## src/rtl/soft_trigger_gen_pkg.sv

```systemverilog
// Shared definitions for the software trigger generator: channel FSM
// encodings and the minimum legal trigger period.
package soft_trigger_gen_pkg;

  typedef enum logic [1:0] {
    ST_IDLE  = 2'b00,
    ST_DELAY = 2'b01,
    ST_RUN   = 2'b10,
    ST_DONE  = 2'b11
  } trig_state_e;

  // Shortest period that still leaves room for one high and one low cycle.
  localparam int unsigned TRIG_MIN_CYCLE = 2;

endpackage

```

## src/rtl/soft_trigger_gen_chan.sv

```systemverilog
// One software trigger channel: enable delay line with rising-edge arm,
// shadow configuration captured at arm, IDLE/DELAY/RUN/DONE sequencer and
// the period, delay and fired counters. All outputs are registered.
module soft_trigger_chan
  import soft_trigger_gen_pkg::*;
#(
  parameter int CNT_W       = 32,
  parameter int SYNC_STAGES = 3
) (
  input  logic             clk,
  input  logic             rst,
  input  logic             en,
  input  logic [CNT_W-1:0] cycle,
  input  logic [CNT_W-1:0] width,
  input  logic [CNT_W-1:0] delay,
  input  logic [CNT_W-1:0] num,
  output logic             soft_trigger,
  output logic             busy,
  output logic             done,
  output logic [CNT_W-1:0] fired
);

  localparam logic [CNT_W-1:0] MIN_CYC = CNT_W'(TRIG_MIN_CYCLE);
  localparam logic [CNT_W-1:0] ONE     = CNT_W'(1);

  // Period is never shorter than the minimum legal cycle.
  function automatic logic [CNT_W-1:0] clamp_cycle(input logic [CNT_W-1:0] c);
    return (c < MIN_CYC) ? MIN_CYC : c;
  endfunction

  // Pulse width is limited so every period keeps at least one low cycle.
  function automatic logic [CNT_W-1:0] clamp_width(input logic [CNT_W-1:0] w,
                                                   input logic [CNT_W-1:0] c);
    return (w > (c - ONE)) ? (c - ONE) : w;
  endfunction

  // Fired counter sticks at all-ones instead of wrapping.
  function automatic logic [CNT_W-1:0] sat_inc(input logic [CNT_W-1:0] v);
    return (&v) ? v : (v + ONE);
  endfunction

  logic [SYNC_STAGES:0] en_d;
  logic                 en_s;
  logic                 arm;

  logic [CNT_W-1:0] cyc_in, wid_in;
  logic [CNT_W-1:0] cyc_sh, wid_sh, dly_sh, num_sh;

  trig_state_e      state, state_n;
  logic [CNT_W-1:0] pcnt, pcnt_n, pcnt_inc;
  logic [CNT_W-1:0] dly_cnt, dly_n;
  logic [CNT_W-1:0] fired_q, fired_n, fired_inc;
  logic             trig_q, trig_n;
  logic             busy_q, busy_n;
  logic             done_q, done_n;
  logic             latch;

  assign en_s = en_d[SYNC_STAGES-1];
  assign arm  = en_s & ~en_d[SYNC_STAGES];

  assign cyc_in    = clamp_cycle(cycle);
  assign wid_in    = clamp_width(width, cyc_in);
  assign pcnt_inc  = pcnt + ONE;
  assign fired_inc = sat_inc(fired_q);

  // Enable delay line; the last two taps form the arm edge detector.
  always_ff @(posedge clk or posedge rst) begin
    if (rst) begin
      en_d <= '0;
    end else begin
      en_d <= {en_d[SYNC_STAGES-1:0], en};
    end
  end

  // Shadow configuration, captured only when the channel arms.
  always_ff @(posedge clk) begin
    if (latch) begin
      cyc_sh <= cyc_in;
      wid_sh <= wid_in;
      dly_sh <= delay;
      num_sh <= num;
    end
  end

  // Next-state, counter and registered-output decode.
  always_comb begin
    state_n = state;
    pcnt_n  = pcnt;
    dly_n   = dly_cnt;
    fired_n = fired_q;
    trig_n  = 1'b0;
    busy_n  = 1'b0;
    done_n  = 1'b0;
    latch   = 1'b0;
    if (!en_s) begin
      // Enable removal wins over everything, including a burst ending now.
      state_n = ST_IDLE;
    end else begin
      case (state)
        ST_IDLE: begin
          if (arm) begin
            latch   = 1'b1;
            fired_n = '0;
            pcnt_n  = '0;
            dly_n   = '0;
            busy_n  = 1'b1;
            if (delay == '0) begin
              state_n = ST_RUN;
              trig_n  = (wid_in != '0);
            end else begin
              state_n = ST_DELAY;
            end
          end
        end
        ST_DELAY: begin
          busy_n = 1'b1;
          if (dly_cnt == (dly_sh - ONE)) begin
            state_n = ST_RUN;
            pcnt_n  = '0;
            trig_n  = (wid_sh != '0);
          end else begin
            dly_n = dly_cnt + ONE;
          end
        end
        ST_RUN: begin
          if (pcnt == (cyc_sh - ONE)) begin
            pcnt_n  = '0;
            fired_n = fired_inc;
            if ((num_sh != '0) && (fired_inc == num_sh)) begin
              state_n = ST_DONE;
              done_n  = 1'b1;
            end else begin
              busy_n = 1'b1;
              trig_n = (wid_sh != '0);
            end
          end else begin
            pcnt_n = pcnt_inc;
            busy_n = 1'b1;
            trig_n = (pcnt_inc < wid_sh);
          end
        end
        ST_DONE: begin
          state_n = ST_DONE;
        end
        default: begin
          state_n = ST_IDLE;
        end
      endcase
    end
  end

  // Sequencer state, counters and output flops.
  always_ff @(posedge clk or posedge rst) begin
    if (rst) begin
      state   <= ST_IDLE;
      pcnt    <= '0;
      dly_cnt <= '0;
      fired_q <= '0;
      trig_q  <= 1'b0;
      busy_q  <= 1'b0;
      done_q  <= 1'b0;
    end else begin
      state   <= state_n;
      pcnt    <= pcnt_n;
      dly_cnt <= dly_n;
      fired_q <= fired_n;
      trig_q  <= trig_n;
      busy_q  <= busy_n;
      done_q  <= done_n;
    end
  end

  assign soft_trigger = trig_q;
  assign busy         = busy_q;
  assign done         = done_q;
  assign fired        = fired_q;

endmodule

```

## src/rtl/soft_trigger_gen.sv

```systemverilog
// Multi-channel software trigger generator: CH_NUM independent channels,
// each with its own slice of the packed configuration and status buses.
module soft_trigger_gen
  import soft_trigger_gen_pkg::*;
#(
  parameter int CH_NUM      = 4,
  parameter int CNT_W       = 32,
  parameter int SYNC_STAGES = 3
) (
  input  logic                    clk,
  input  logic                    rst,
  input  logic [CH_NUM-1:0]       reg_trig_en,
  input  logic [CH_NUM*CNT_W-1:0] reg_trig_cycle,
  input  logic [CH_NUM*CNT_W-1:0] reg_trig_width,
  input  logic [CH_NUM*CNT_W-1:0] reg_trig_delay,
  input  logic [CH_NUM*CNT_W-1:0] reg_trig_num,
  output logic [CH_NUM-1:0]       soft_trigger,
  output logic [CH_NUM-1:0]       trig_busy,
  output logic [CH_NUM-1:0]       trig_done,
  output logic [CH_NUM*CNT_W-1:0] trig_fired
);

  for (genvar i = 0; i < CH_NUM; i++) begin : g_ch
    soft_trigger_chan #(
      .CNT_W       (CNT_W),
      .SYNC_STAGES (SYNC_STAGES)
    ) u_chan (
      .clk          (clk),
      .rst          (rst),
      .en           (reg_trig_en[i]),
      .cycle        (reg_trig_cycle[i*CNT_W +: CNT_W]),
      .width        (reg_trig_width[i*CNT_W +: CNT_W]),
      .delay        (reg_trig_delay[i*CNT_W +: CNT_W]),
      .num          (reg_trig_num[i*CNT_W +: CNT_W]),
      .soft_trigger (soft_trigger[i]),
      .busy         (trig_busy[i]),
      .done         (trig_done[i]),
      .fired        (trig_fired[i*CNT_W +: CNT_W])
    );
  end

endmodule

```

## config.mk

```make
export PLATFORM = sky130hd
export DESIGN_NAME = soft_trigger_gen
export DESIGN_NICKNAME = d
export VERILOG_FILES = /design/src/rtl/soft_trigger_gen_pkg.sv /design/src/rtl/soft_trigger_gen_chan.sv /design/src/rtl/soft_trigger_gen.sv
export SDC_FILE = /design/constraint.sdc
export NUM_CORES = 2
export LEC_CHECK = 0
export ABC_AREA = 0
export ABC_CLOCK_PERIOD_IN_PS = 8100
export CAP_MARGIN = 20
export CORE_MARGIN = 4
export CORE_UTILIZATION = 59
export CTS_CLUSTER_DIAMETER = 50
export DETAILED_ROUTE_END_ITERATION = 16
export PLACE_DENSITY = 0.82
export SLEW_MARGIN = 20
export SYNTH_ARGS = -nofsm -noshare
export SYNTH_HDL_FRONTEND = slang
export SYNTH_HIERARCHICAL = 1
export SYNTH_SLANG_ARGS = --single-unit
export TNS_END_PERCENT = 30
```

## constraint.sdc

```tcl
create_clock -name clk -period 8.1 [get_ports clk]
set_input_delay 1.62 -clock clk [delete_from_list [all_inputs] [get_ports clk]]
set_output_delay 1.62 -clock clk [all_outputs]
set_load 0.02 [all_outputs]
```

# ---- After elaboration in Yosys (flattened, before gate mapping)
# Index checks and enable logic that the tools add are counted.
dict set report totals {
  wordCells 348
  inputBits 518
  output_inout_bits 140
  regBits 932
}
dict set report classes {
  magnitude_cmp 12
  bitwise_logic 8
  n_reduce_logical 56
  n_addsub 24
  eq_ne 56
  mux 144
}
# cell count
set ops {}
lappend ops {{32-bit 2-to-1 mux} 32}
lappend ops {{32-bit one-hot mux with 2 select lines} 8}
lappend ops {{32-bit by 1-bit adder with 32-bit output, second input constant} 12}
lappend ops {{32-bit equality test} 12}
lappend ops {{32-bit one-hot mux with 3 select lines} 4}
lappend ops {{32-bit nonzero test} 12}
lappend ops {{32-bit by 1-bit subtractor with 32-bit output, second input constant} 12}
lappend ops {{32-bit > comparator} 4}
lappend ops {{32-bit logical NOT} 4}
lappend ops {{32-bit by 2-bit < comparator with 1-bit output, second input constant} 4}
lappend ops {{32-bit < comparator} 4}
lappend ops {{32-bit AND reduction} 4}
lappend ops {{1-bit 2-to-1 mux} 64}
lappend ops {{4-bit AND reduction} 16}
lappend ops {{2-bit 2-to-1 mux} 24}
lappend ops {{3-bit != test, second input constant} 16}
lappend ops {{2-bit one-hot mux with 4 select lines} 4}
lappend ops {{2-bit by 1-bit != test with 1-bit output, second input constant} 12}
lappend ops {{1-bit one-hot mux with 3 select lines} 8}
lappend ops {{2-bit equality test, second input constant} 8}
lappend ops {{2-bit nonzero test} 8}
lappend ops {{3-bit nonzero test} 4}
lappend ops {{2-bit by 1-bit equality test with 1-bit output, second input constant} 4}
lappend ops {{2-bit logical NOT} 4}
lappend ops {{4 further kinds} 16}

# ---- Logic depth before layout (Yosys ltp)
dict set report logic_depth {
  word_depth 10
  depth_mapped 22
  depth_no_buf 21
}

# ---- Cells and area by module
# The synthesis kept the hierarchy.
# module cells_each seq_area_each_um2 n_inst area_per_inst_um2
set by_module_without_submodules {}
lappend by_module_without_submodules {{soft_trigger_chan (g_ch[1].u_chan ...)} 1881 6471.2 2 16778.6}
lappend by_module_without_submodules {{soft_trigger_chan (g_ch[0].u_chan)} 1947 6471.2 1 17302.8}
lappend by_module_without_submodules {{soft_trigger_chan (g_ch[3].u_chan)} 1794 6471.2 1 16180.5}

# ---- Worst setup path after synthesis
# OpenSTA, ideal clock, no wires.
dict set report synth_timing {
  kind {input to register}
  from {in reg_trig_cycle[18]}
  to {reg g_ch[0].u_chan.wid_sh[1], data pin}
  setup_slack_ns 1.415
  required_ns 7.833
  stages 20
  setup_time_ns 0.267
  arrival_ns 6.418
  n_path_buf 4
  path_cell_list {or4_1 > or4_1 > nor4_1 > nand2b_1 > ha_1 > clkbuf_1 > nor4b_1 > and4_1 > clkbuf_1 > nand3b_1 > xor2_1 > ha_1 > nand4_1 > nor4_1 > and3_1 > o22ai_1 > a21oi_1 > clkbuf_1 > clkbuf_1 > o21ai_0}
}
dict set report synth_via {
  elab_chain_len 5
}
# element line
set synth_rtl {}
lappend synth_rtl {{from (decl)} soft_trigger_gen.sv:13} ;# input logic [CH_NUM*CNT_W-1:0] reg_trig_cycle,
lappend synth_rtl {{32-bit by 2-bit < comparator with 1-bit output} soft_trigger_gen_chan.sv:28} ;# return (c < MIN_CYC) ? MIN_CYC : c;
lappend synth_rtl {{32-bit 2-to-1 mux (*)} soft_trigger_gen_chan.sv:28}
lappend synth_rtl {{32-bit by 1-bit subtractor with 32-bit output (*)} soft_trigger_gen_chan.sv:34} ;# return (w > (c - ONE)) ? (c - ONE) : w;
lappend synth_rtl {{32-bit > comparator} soft_trigger_gen_chan.sv:34}
lappend synth_rtl {{32-bit 2-to-1 mux (*)} soft_trigger_gen_chan.sv:34}
lappend synth_rtl {{net g_ch[0].u_chan.wid_in[1]} soft_trigger_gen_chan.sv:46} ;# logic [CNT_W-1:0] cyc_in, wid_in;
lappend synth_rtl {{to (signal assigned)} soft_trigger_gen_chan.sv:79} ;# wid_sh <= wid_in;
lappend synth_rtl {{to (decl)} soft_trigger_gen_chan.sv:47} ;# logic [CNT_W-1:0] cyc_sh, wid_sh, dly_sh, num_sh;
# The timed path passes the listed nets; every way through them passes the cells marked *.
# A chain may end at the register's enable or synchronous reset.

# ---- Worst setup path after layout
dict set report layout_timing {
  from {in reg_trig_cycle[51]}
  to {reg g_ch[1].u_chan.trig_q}
}
dict set report layout_via {
  elab_chain_len 10
}
# element line
set layout_rtl {}
lappend layout_rtl {{32-bit by 2-bit < comparator with 1-bit output} soft_trigger_gen_chan.sv:28}
lappend layout_rtl {{32-bit 2-to-1 mux (*)} soft_trigger_gen_chan.sv:28}
lappend layout_rtl {{32-bit by 1-bit subtractor with 32-bit output (*)} soft_trigger_gen_chan.sv:34}
lappend layout_rtl {{32-bit > comparator} soft_trigger_gen_chan.sv:34}
lappend layout_rtl {{32-bit 2-to-1 mux (*)} soft_trigger_gen_chan.sv:34}
lappend layout_rtl {{32-bit nonzero test (*)} soft_trigger_gen_chan.sv:109} ;# trig_n = (wid_in != '0);
lappend layout_rtl {{1-bit 2-to-1 mux (*)} soft_trigger_gen_chan.sv:107} ;# if (delay == '0) begin
lappend layout_rtl {{1-bit 2-to-1 mux (*)} soft_trigger_gen_chan.sv:101} ;# if (arm) begin
lappend layout_rtl {{1-bit one-hot mux with 3 select lines (*)} soft_trigger_gen_chan.sv:99} ;# case (state)
lappend layout_rtl {{1-bit 2-to-1 mux (*)} soft_trigger_gen_chan.sv:95} ;# if (!en_s) begin
lappend layout_rtl {{net g_ch[1].u_chan.trig_n} soft_trigger_gen_chan.sv:53} ;# logic trig_q, trig_n;
lappend layout_rtl {{to (signal assigned)} soft_trigger_gen_chan.sv:167} ;# trig_q <= trig_n;
lappend layout_rtl {{to (decl)} soft_trigger_gen_chan.sv:53}
# Marked as above.

==> flow_summary.ini <==
[worst_setup_path]
path_max_fanout = 7
critPathKind = in2reg
endpoint_kind = flop
start_kind = input port
worstPathArrival_ps = 7620
critPathRequiredTime_ps = 8730

[synthesis]
ys_types = 115
synth-seq-cells = 932
ys_warn_count = 6
synth_area_sq_um = 67040
synthArstFlopShare = 0.4506
synth_flop_cell = edfxtp_1
synth-seq-area-share = 0.3861
syn_nets = 8297
netlist_instances = 7503
yosys-top-cells-count = nand2_1 (599), edfxtp_1 (512), o21ai_0 (507), dfrtp_1 (420), nor2_1 (408)
synth_edf_count = 512
synthTopCellsByArea = edfxtp_1 (23%), dfrtp_1 (16%), ha_1 (5.2%)
synth_area_per_cell_sq_um = 8.935
synth_top_area_share = 0.2293
yosysMostFrequentCell = nand2_1
yosys.area.top_type = edfxtp_1

[die]
coreArea_sq_um = 112700
io-pin-count = 658
num_rows = 123
start_util = 0.5951
die_width_um = 345.1
die_h_um = 345.1
dieArea_sq_um = 119100

[cts]
clk_latency_ps = 750
cts_setup_buffers = 0
numCtsBuffers = 130
ctsResizeCount = 0
clockBufferDepth = 3
cts.sinks = 932
holdBufCountCts = 0
clk_pin_slew_worst_paths_ps = 60
h-tree-depth = 4
cts_tree = done
cts_root_buf = clkbuf_16

[sta]
slew_headroom = 0.2465
hold_slack_ps = 350.5
max_freq_ghz = 0.1430
fin_crit_ps = 6994
worst_clock_skew_ps = 23.22
slew_viol_final = 0
hold_viol = 0
worst_slew_pin_slew_ps = 1130
setup_viol = 0
finalSetupTns_ps = 0
finalCritPeriodShare = 0.8634
rsz0062_at_grt = no

[pwr]
p_seq_frac = 0.431
swShare = 0.2618
clock_power_share = 0.468
p_int_uw = 9199
leakagePower_uw = 0.03002
power_frac_comb = 0.101
vdd_ir_drop_max_mv = 0.2124
p_per_area_nw_per_um2 = 158.3
switchingPower_uw = 3262

[grt]
antenna_found_initial = 32
grt_pass1_vias = 61250
grt_max_degree = 118
grt_overflow = 0
grt.total_usage = 0.3795
grt_pass1_wl_um = 359300

[route]
vias = 64360
drt_iter0_markers = 7794
routed_wl_um = 236600
dr.pass1.iters = 6
viasPerCell = 6.760
drc_errors = 0
wl_per_cell_um = 24.85
detail-route-antenna-nets = 0

[finish]
post-route-util = 0.6987
drive_gt1_frac = 0.06005
syn_to_final_growth_pct = 17.40
fin_nets = 8682
final_area_sq_um = 78710

[min_path]
hp-class = reg2reg

[run]
maxCapViolations = 0

[placement]
hpwl_um = 181100
port_buffers = 657
dpl_cell_area_sq_um = 74210
gp_congestion = 1.011

[status]
outcome = finished, final reports clean
[power groups by stage]
stage	clock, uW	sequential [uW]	combinational [uW]
2_1_floorplan	0	5390	664
3_3_place_gp	0	5450	1190
3_5_place_dp	0	5450	1220
4_1_cts	5890	5360	1230
5_1_grt	6100	5380	1360
6_report	5830	5370	1250
[per-layer routing]
layer | part of all wire | wire, um | global-route usage | vias to the layer above
met1 | 0.40 | 93890 | 0.5110 | 30790
met5 | 0.00052 | 123 | 0 | -
met3 | 0.11 | 25610 | 0.08681 | 680
li1 | - | - | - | 29040
met4 | 0.050 | 11740 | 0.1724 | 20
met2 | 0.44 | 105200 | 0.5860 | 3828
[state kept, by name, summed over array words and instances, names as in the netlist]
signal	cells
g_ch.u_chan/cyc_sh	128
g_ch.u_chan/done	4
g_ch.u_chan/en_d	16
g_ch.u_chan/dly_sh	128
g_ch.u_chan/state	8
g_ch.u_chan/fired	128
g_ch.u_chan/pcnt	128
g_ch.u_chan/wid_sh	128
g_ch.u_chan/soft_trigger	4
g_ch.u_chan/dly_cnt	128
g_ch.u_chan/num_sh	128
g_ch.u_chan/busy	4
[cell type report]
cell class                 instances  area [sq um]
clock inverter                    84         883.3
tap                             1500          1877
timing repair buffer             730          7162
sequential                       932         25880
clock buffer                     154          3520
fill                            8800         33950
antenna                           27         67.56
multi-input combinational       5773         38080
inverter                         321          1237
[cell usage in the layout, fill, tap and decap left out, types with 68 or more instances in the layout]
master | synthesis | final
clkdlybuf4s50_1 | 0 | 657
o31ai_1 | 73 | 72
dfrtp_1 | 420 | 420
nor4_1 | 310 | 308
o21ai_0 | 507 | 507
and4_1 | 79 | 79
or3_1 | 164 | 164
nand4_1 | 273 | 273
clkbuf_16 | 0 | 135
or4_1 | 124 | 124
xnor2_1 | 372 | 372
edfxtp_1 | 512 | 512
xor2_1 | 290 | 290
a31oi_1 | 82 | 82
nor3_1 | 245 | 242
nand3_1 | 300 | 300
inv_1 | 317 | 311
nor2_1 | 408 | 406
buf_4 | 6 | 70
nand2b_1 | 68 | 68
ha_1 | 276 | 276
a21o_1 | 127 | 127
and3_1 | 151 | 151
and2_1 | 70 | 70
nand2_1 | 599 | 599
a21oi_1 | 334 | 333
[worst max-delay path, stage by stage]
cell and delay (ps):
clkdlybuf4s50_1 530, or4_1 580, nand2b_1 270, nor4_1 290, buf_4 180, nand2b_1 260
ha_1 320, nor3b_1 210, nand4_1 160, or2_2 350, nor2_1 180, nand2_1 100
xor2_1 200, ha_1 310, nand4_1 160, nor4_1 400, nand3_1 170, nor3b_1 180
a22o_1 250, o2111a_1 260, a41oi_1 450, a31oi_1 90, o31ai_1 100
[metrics by stage]
step	setup slack (ps)	total power (uW)	instances
after floorplan	1415	6058	7503
final	1106	12460	9521
after global placement	587.4	6645	9255
after detailed placement	503.3	6674	9255
after CTS	1262	12490	9493
after global routing	725.8	12850	9511
[logic make-up after synthesis]
family,count (synthesis),synth area share
simple gates,3122,0.2592
compound gates,1651,0.1593
flops,932,0.3861
buf+inv,798,0.04742
xor+xnor,664,0.08716
fa+ha+maj,278,0.05181
mux,58,0.008940
[final timing paths]
path | start | end | slack (ps) | depth (start not counted)
hold reg to reg | g_ch[1].u_chan/en_d[1]$_DFF_PP0_ | g_ch[1].u_chan/en_d[2]$_DFF_PP0_ | 350 | 0
max in group asynchronous | rst | g_ch[0].u_chan/dly_cnt[19]$_DFFE_PP0P_ | 4870 | 3
min in group asynchronous | rst | g_ch[2].u_chan/en_d[1]$_DFF_PP0_ | 1800 | 2
setup / recovery | reg_trig_cycle[51] | g_ch[1].u_chan/soft_trigger$_DFF_PP0_ | 1110 | 23
hold / removal | g_ch[1].u_chan/en_d[1]$_DFF_PP0_ | g_ch[1].u_chan/en_d[2]$_DFF_PP0_ | 350 | 0
setup reg to reg | g_ch[3].u_chan/cyc_sh[1]$_DFFE_PP_ | g_ch[3].u_chan/pcnt[27]$_DFFE_PP0P_ | 2890 | 11
Note: power is estimated with default switching activity, not from simulation.
